$ cat config.mk
export PLATFORM = sky130hd
export DESIGN_NAME = cpu_clock_ctrl
export DESIGN_NICKNAME = d
export VERILOG_FILES = /design/src/rtl/cpu_clock_ctrl.sv
export SDC_FILE = /design/constraint.sdc
export NUM_CORES = 1
export LEC_CHECK = 0
export ABC_AREA = 1
export CAP_MARGIN = 10
export CORE_AREA = 2 2 119 98
export DETAILED_ROUTE_END_ITERATION = 8
export DIE_AREA = 0 0 121 100
export PLACE_DENSITY_LB_ADDON = 0.05
export SYNTH_ARGS = -nofsm -noshare
export SYNTH_HDL_FRONTEND = slang
export SYNTH_SLANG_ARGS = --single-unit
$ cat constraint.sdc
create_clock -name clock -period 2.5 [get_ports clock]
set_clock_uncertainty 0.15 [all_clocks]
set_input_delay 0.25 -clock clock [delete_from_list [all_inputs] [get_ports clock]]
set_output_delay 0.25 -clock clock [all_outputs]
set_load 0.05 [all_outputs]
$ cat src/rtl/cpu_clock_ctrl.sv
// rtl/cpu_clock_ctrl.sv - CPU clock generator with free-run and debounced single-step modes
//
// Generates a slow, registered CPU clock for a downstream mother board.
// In free-run mode the clock is a 50% duty square wave at a selectable rate.
// In single-step mode each debounced press of the step button yields exactly
// one high pulse of half-period length.
//
// Ports:
//   clock      in   1  board clock, all state updates on its rising edge
//   reset      in   1  synchronous, active-high
//   run_mode   in   1  async slide switch: 1 = free-run, 0 = single-step
//   speed      in   2  free-run rate: 00 = 1 Hz, 01 = 2 Hz, 10 = 10 Hz, 11 = 100 Hz
//   step_btn   in   1  async raw push button, active-high, may bounce
//   cpu_clock  out  1  registered CPU clock level
//   cpu_tick   out  1  one-cycle pulse in the cycle cpu_clock rises
//   step_count out  8  cpu_tick pulses since reset, wraps 255 -> 0
//
// Build option:
//   CPU_CLOCK_CTRL_STEP_COUNT_EN  when defined, step_count counts cpu_tick
//                                 pulses; otherwise it is tied to zero.

`timescale 1ns / 1ps

module cpu_clock_ctrl #(
    parameter int CLK_HZ          = 50_000_000,
    parameter int DEBOUNCE_CYCLES = 1_000_000
) (
    input  logic       clock,
    input  logic       reset,
    input  logic       run_mode,
    input  logic [1:0] speed,
    input  logic       step_btn,
    output logic       cpu_clock,
    output logic       cpu_tick,
    output logic [7:0] step_count
);

    // Half-period lengths in board cycles, never below one cycle.
    localparam int HALF_1HZ   = (CLK_HZ / 2   < 1) ? 1 : CLK_HZ / 2;
    localparam int HALF_2HZ   = (CLK_HZ / 4   < 1) ? 1 : CLK_HZ / 4;
    localparam int HALF_10HZ  = (CLK_HZ / 20  < 1) ? 1 : CLK_HZ / 20;
    localparam int HALF_100HZ = (CLK_HZ / 200 < 1) ? 1 : CLK_HZ / 200;

    // The 1 Hz half period is the longest, so it sizes the counter.
    localparam int CNT_W = $clog2(HALF_1HZ + 1);
    localparam int DB_W  = (DEBOUNCE_CYCLES > 1) ? $clog2(DEBOUNCE_CYCLES) : 1;

    localparam logic [CNT_W-1:0] LAST_1HZ   = CNT_W'(HALF_1HZ - 1);
    localparam logic [CNT_W-1:0] LAST_2HZ   = CNT_W'(HALF_2HZ - 1);
    localparam logic [CNT_W-1:0] LAST_10HZ  = CNT_W'(HALF_10HZ - 1);
    localparam logic [CNT_W-1:0] LAST_100HZ = CNT_W'(HALF_100HZ - 1);
    localparam logic [DB_W-1:0]  DB_LAST    = DB_W'(DEBOUNCE_CYCLES - 1);

    typedef enum logic [1:0] {
        STEP_IDLE,
        STEP_HIGH,
        RUN_LOW,
        RUN_HIGH
    } state_t;

    // ------------------------------------------------------------------
    // Input synchronizers
    // ------------------------------------------------------------------
    logic       r_run_meta;
    logic       r_run_sync;
    logic       r_btn_meta;
    logic       r_btn_sync;
    logic [1:0] r_sync_warm;
    logic       w_sync_valid;

    always_ff @(posedge clock) begin
        if (reset) begin
            r_run_meta  <= 1'b0;
            r_run_sync  <= 1'b0;
            r_btn_meta  <= 1'b0;
            r_btn_sync  <= 1'b0;
            r_sync_warm <= 2'b00;
        end else begin
            r_run_meta  <= run_mode;
            r_run_sync  <= r_run_meta;
            r_btn_meta  <= step_btn;
            r_btn_sync  <= r_btn_meta;
            r_sync_warm <= {r_sync_warm[0], 1'b1};
        end
    end

    // The synchronizer outputs only reflect the real pins once the cleared
    // reset values have been flushed out of both stages.
    assign w_sync_valid = r_sync_warm[1];

    // ------------------------------------------------------------------
    // Button debounce and step request
    // ------------------------------------------------------------------
    logic            r_db_level;
    logic [DB_W-1:0] r_db_cnt;
    logic            r_btn_armed;
    logic            r_step_req;
    logic            w_btn_differs;
    logic            w_db_accept;

    assign w_btn_differs = (r_btn_sync != r_db_level);
    assign w_db_accept   = w_btn_differs && (r_db_cnt == DB_LAST);

    always_ff @(posedge clock) begin
        if (reset) begin
            r_db_level  <= 1'b0;
            r_db_cnt    <= '0;
            r_btn_armed <= 1'b0;
            r_step_req  <= 1'b0;
        end else begin
            if (!w_btn_differs) begin
                r_db_cnt <= '0;
            end else if (w_db_accept) begin
                r_db_cnt   <= '0;
                r_db_level <= r_btn_sync;
            end else begin
                r_db_cnt <= r_db_cnt + 1'b1;
            end

            // A button held through reset must be seen released before a
            // press can count, so requests are blocked until a genuine low.
            r_btn_armed <= r_btn_armed | (w_sync_valid & ~r_btn_sync);
            r_step_req  <= w_db_accept & r_btn_sync & r_btn_armed;
        end
    end

    // ------------------------------------------------------------------
    // Clock generator FSM
    // ------------------------------------------------------------------
    state_t           r_state;
    state_t           w_state_next;
    logic [CNT_W-1:0] r_half_cnt;
    logic [CNT_W-1:0] w_half_cnt_next;
    logic [CNT_W-1:0] w_half_last;
    logic             w_phase_done;
    logic             w_next_high;
    logic             r_cpu_clock;
    logic             r_cpu_tick;

    always_comb begin
        w_half_last = LAST_1HZ;
        case (speed)
            2'b00:   w_half_last = LAST_1HZ;
            2'b01:   w_half_last = LAST_2HZ;
            2'b10:   w_half_last = LAST_10HZ;
            default: w_half_last = LAST_100HZ;
        endcase
    end

    // ">=" rather than "==" lets a speed change to a shorter half period
    // end the current phase on the very next cycle.
    assign w_phase_done = (r_half_cnt >= w_half_last);

    always_comb begin
        w_state_next    = r_state;
        w_half_cnt_next = r_half_cnt;
        case (r_state)
            STEP_IDLE: begin
                w_half_cnt_next = '0;
                if (r_run_sync) begin
                    w_state_next = RUN_LOW;
                end else if (r_step_req) begin
                    w_state_next = STEP_HIGH;
                end
            end
            STEP_HIGH: begin
                // Requests are not looked at here, so presses are dropped.
                if (w_phase_done) begin
                    w_half_cnt_next = '0;
                    w_state_next    = r_run_sync ? RUN_LOW : STEP_IDLE;
                end else begin
                    w_half_cnt_next = r_half_cnt + 1'b1;
                end
            end
            RUN_LOW: begin
                if (!r_run_sync) begin
                    w_half_cnt_next = '0;
                    w_state_next    = STEP_IDLE;
                end else if (w_phase_done) begin
                    w_half_cnt_next = '0;
                    w_state_next    = RUN_HIGH;
                end else begin
                    w_half_cnt_next = r_half_cnt + 1'b1;
                end
            end
            RUN_HIGH: begin
                if (!r_run_sync) begin
                    w_half_cnt_next = '0;
                    w_state_next    = STEP_IDLE;
                end else if (w_phase_done) begin
                    w_half_cnt_next = '0;
                    w_state_next    = RUN_LOW;
                end else begin
                    w_half_cnt_next = r_half_cnt + 1'b1;
                end
            end
            default: begin
                w_half_cnt_next = '0;
                w_state_next    = STEP_IDLE;
            end
        endcase
    end

    assign w_next_high = (w_state_next == STEP_HIGH) || (w_state_next == RUN_HIGH);

    always_ff @(posedge clock) begin
        if (reset) begin
            r_state     <= STEP_IDLE;
            r_half_cnt  <= '0;
            r_cpu_clock <= 1'b0;
            r_cpu_tick  <= 1'b0;
        end else begin
            r_state     <= w_state_next;
            r_half_cnt  <= w_half_cnt_next;
            r_cpu_clock <= w_next_high;
            r_cpu_tick  <= w_next_high & ~r_cpu_clock;
        end
    end

    assign cpu_clock = r_cpu_clock;
    assign cpu_tick  = r_cpu_tick;

    // ------------------------------------------------------------------
    // Step counter
    // ------------------------------------------------------------------
`ifdef CPU_CLOCK_CTRL_STEP_COUNT_EN
    logic [7:0] r_step_count;

    // Updated on the same edge that raises cpu_tick, so the count already
    // includes the pulse currently on cpu_tick.
    always_ff @(posedge clock) begin
        if (reset) begin
            r_step_count <= 8'd0;
        end else if (w_next_high & ~r_cpu_clock) begin
            r_step_count <= r_step_count + 8'd1;
        end
    end

    assign step_count = r_step_count;
`else
    assign step_count = 8'd0;
`endif

endmodule

==> impl_metrics.env <==
export IMPL_die_area_um2=12100
export IMPL_post_dp_hpwl_mm=5.742
export IMPL_start_kind="primary input"
export IMPL_cts_tree="built"
export IMPL_fin_worst_hold_slack_ps=254.8
export IMPL_io_pins=16
export IMPL_hold_viol=0
export IMPL_ys_ff_latch=57
export IMPL_vias=2756
export IMPL_synth_area_um2=3217
export IMPL_port_buffers=7
export IMPL_cts_sinks=57
export IMPL_worst_pin_slew_ps=495.8
export IMPL_synth_area_per_cell_um2=7.229
export IMPL_rows=35
export IMPL_rsz0062_at_grt="no"
export IMPL_worstPathArrival_ps=2410
export IMPL_drtIter0Drc=126
export IMPL_die_x_um=121
export IMPL_grt_pass1_wl_mm=12.91
export IMPL_ys_flop_type="dfxtp_1"
export IMPL_grt_pass1_vias=2662
export IMPL_outcome="finished, final reports clean"
export IMPL_timing_fmax_mhz=434.7
export IMPL_setup_violations_final=0
export IMPL_track_usage=0.1377
export IMPL_core_um2=11080
export IMPL_cts_buffer_depth=2
export IMPL_power_frac_comb=0.046
export IMPL_crit_path_max_fanout=4
export IMPL_fin_util=0.3536
export IMPL_h_tree_depth=3
export IMPL_synth_top_area_frac=0.3547
export IMPL_antennaDiodeCount=0
export IMPL_min_period_ps=2301
export IMPL_gp_congestion=0.7867
export IMPL_p_sw_frac=0.2153
export IMPL_path_clk_slew_ps=50
export IMPL_end_kind="flop"
export IMPL_route_antenna_remaining_nets=0
export IMPL_start_util=0.2903
export IMPL_dr_pass1_iters=4
export IMPL_period_share=0.9203
export IMPL_p_sw_uw=514.5
export IMPL_avgViaCountPerCell=4.368
export IMPL_maxCapViolCount=0
export IMPL_remaining_drc_errors=0
export IMPL_crit_required_ps=2610
export IMPL_clkPwrFrac=0.569
export IMPL_powerDensity_nw_per_um2=610.0
export IMPL_synth_async_reset_ratio=0
export IMPL_hold_class="flop to flop"
export IMPL_synth_edf_count=0
export IMPL_cts_hold_buf=0
export IMPL_syn_inst=445
export IMPL_multi_input_area_um2=1797
export IMPL_netlist_top_cell_by_area="dfxtp_1"
export IMPL_p_leak_nw=1.662
export IMPL_drv_slew=0
export IMPL_synth_area_leaders="dfxtp_1 (35%), ha_1 (10%), nand2_1 (10%)"
export IMPL_antenna_found_initial=0
export IMPL_ir_worst_vdd_mv=0.4419
export IMPL_regArea_um2=1141
export IMPL_finalNetCount=510
export IMPL_final_layout_size_suffix_gt1_frac=0.1449
export IMPL_grt_max_degree=19
export IMPL_crit_type="primary input to flop"
export IMPL_fp_dieH_um=100
export IMPL_nFillCells=1210
export IMPL_clock_latency_ps=330
export IMPL_drt_wl_total_mm=7.274
export IMPL_gr_total_overflow=0
export IMPL_ys_types=39
export IMPL_yosys_warnings=0
export IMPL_max_slew_margin=0.6684
export IMPL_cts_buffers=9
export IMPL_synthTopCellsByCount="nand2_1 (86), nor2_1 (69), dfxtp_1 (57), inv_1 (57), ha_1 (26)"
export IMPL_post_synth_top_count_cell="nand2_1"
export IMPL_yosysSeqAreaShare=0.3547
export IMPL_post_drt_wl_per_cell_um=11.53
export IMPL_p_int_mw=1.875
export IMPL_area_delta_synth_final_pct=21.78
export IMPL_p_seq_frac=0.385
export IMPL_clockRootBuffer="clkbuf_16"
[cell families (layout without fill, tap and decap cells)]
kind of cell,Yosys count,in the layout,synth area share
and+or+nand+nor,231,231,0.3380
buffers and inverters,77,108,0.09996
DFF,57,57,0.3547
AOI/OAI and AO/OA,39,39,0.06690
adders and majority gates,26,26,0.1011
xor gates and xnor gates,14,14,0.03812
other,1,8,0.001166
[registers in the layout, indices dropped and copies added (netlist names), 2 cells and up]
register / cells
r_db_cnt: 20
r_half_cnt: 25
r_state: 2
r_sync_warm: 2
[power groups by stage]
stage / Clock [mW] / Sequential, mW / Combinational [mW]
global route: 1.43 / 0.919 / 0.127
detailed placement: 0 / 0.938 / 0.110
global placement: 0 / 0.938 / 0.110
floorplan: 0 / 0.937 / 0.0849
finish: 1.36 / 0.919 / 0.110
CTS: 1.40 / 0.919 / 0.112
[worst paths after layout]
kind	start	end	slack (ps)	cells after the start
setup / recovery	speed[0]	cpu_tick	200	15
hold / removal	r_run_meta	r_run_sync	250	2
setup reg to reg	r_half_cnt[0]	r_half_cnt[18]	420	9
hold reg to reg	r_run_meta	r_run_sync	250	2
[layer usage]
layer  GRT usage  routed length [um]  up-vias
li1            -                   -     1489
met4     0.04383                 110        0
met2      0.1897                2779       28
met5           0                   0        -
met3     0.04318                 211        8
met1      0.2019                4172     1231
[cell usage in the layout (no fill, tap or decap), types with 7 or more instances in the layout]
cell and n:
xor2_1 11, ha_1 25, nand4_1 13, inv_2 9, inv_1 55, nor2_1 68
clkbuf_16 9, nand2_1 85, nor4_1 7, dfxtp_1 57, buf_4 18, conb_1 8
a21oi_1 24, nor3_1 17, nand3_1 18
[per-stage QoR]
step / worst slack, ps / total power [mW] / cell area (um^2) / cells / setup TNS, ps
after floorplan: 262.8 / 1.022 / 3243 / 452 / 0
after global placement: -445.9 / 1.048 / 3560 / 614 / -10960
after global routing: 26.64 / 2.478 / 3918 / 631 / 0
after CTS: 162.5 / 2.429 / 3915 / 631 / 0
after detailed placement: -541.5 / 1.048 / 3560 / 614 / -12780
final: 199.4 / 2.390 / 3918 / 631 / 0
[critical path, stage by stage]
cell and delay, ps:
dlygate4sd2_1 270, ha_2 220, o21bai_2 220, ha_1 310, nand2_1 70, nor2_1 190, nand2_1 90, nor3_2 190
nor2_2 80, nand3_2 130, buf_4 120, nand2_1 40, nand2_1 50, nand2_1 60, a21oi_1 130
[cell type report]
cell class | instances | share of cell area
multi-input combinational | 318 | 0.4586
sequential | 57 | 0.2913
clock buffer | 11 | 0.06452
inverter | 66 | 0.06388
timing repair buffer | 26 | 0.05462
tap | 148 | 0.04727
clock inverter | 5 | 0.01980
[repair_timing]
item | 4_1_cts | 5_1_grt
cloned | 0 | 0
buffers inserted | 1 | 0
endpoints found under the hold margin | 0 | 0
endpoints found under the setup margin | 27 | 5
pin swaps | 5 | 1
gates resized for setup | 10 | 1
(Power assumes the default switching activity.)
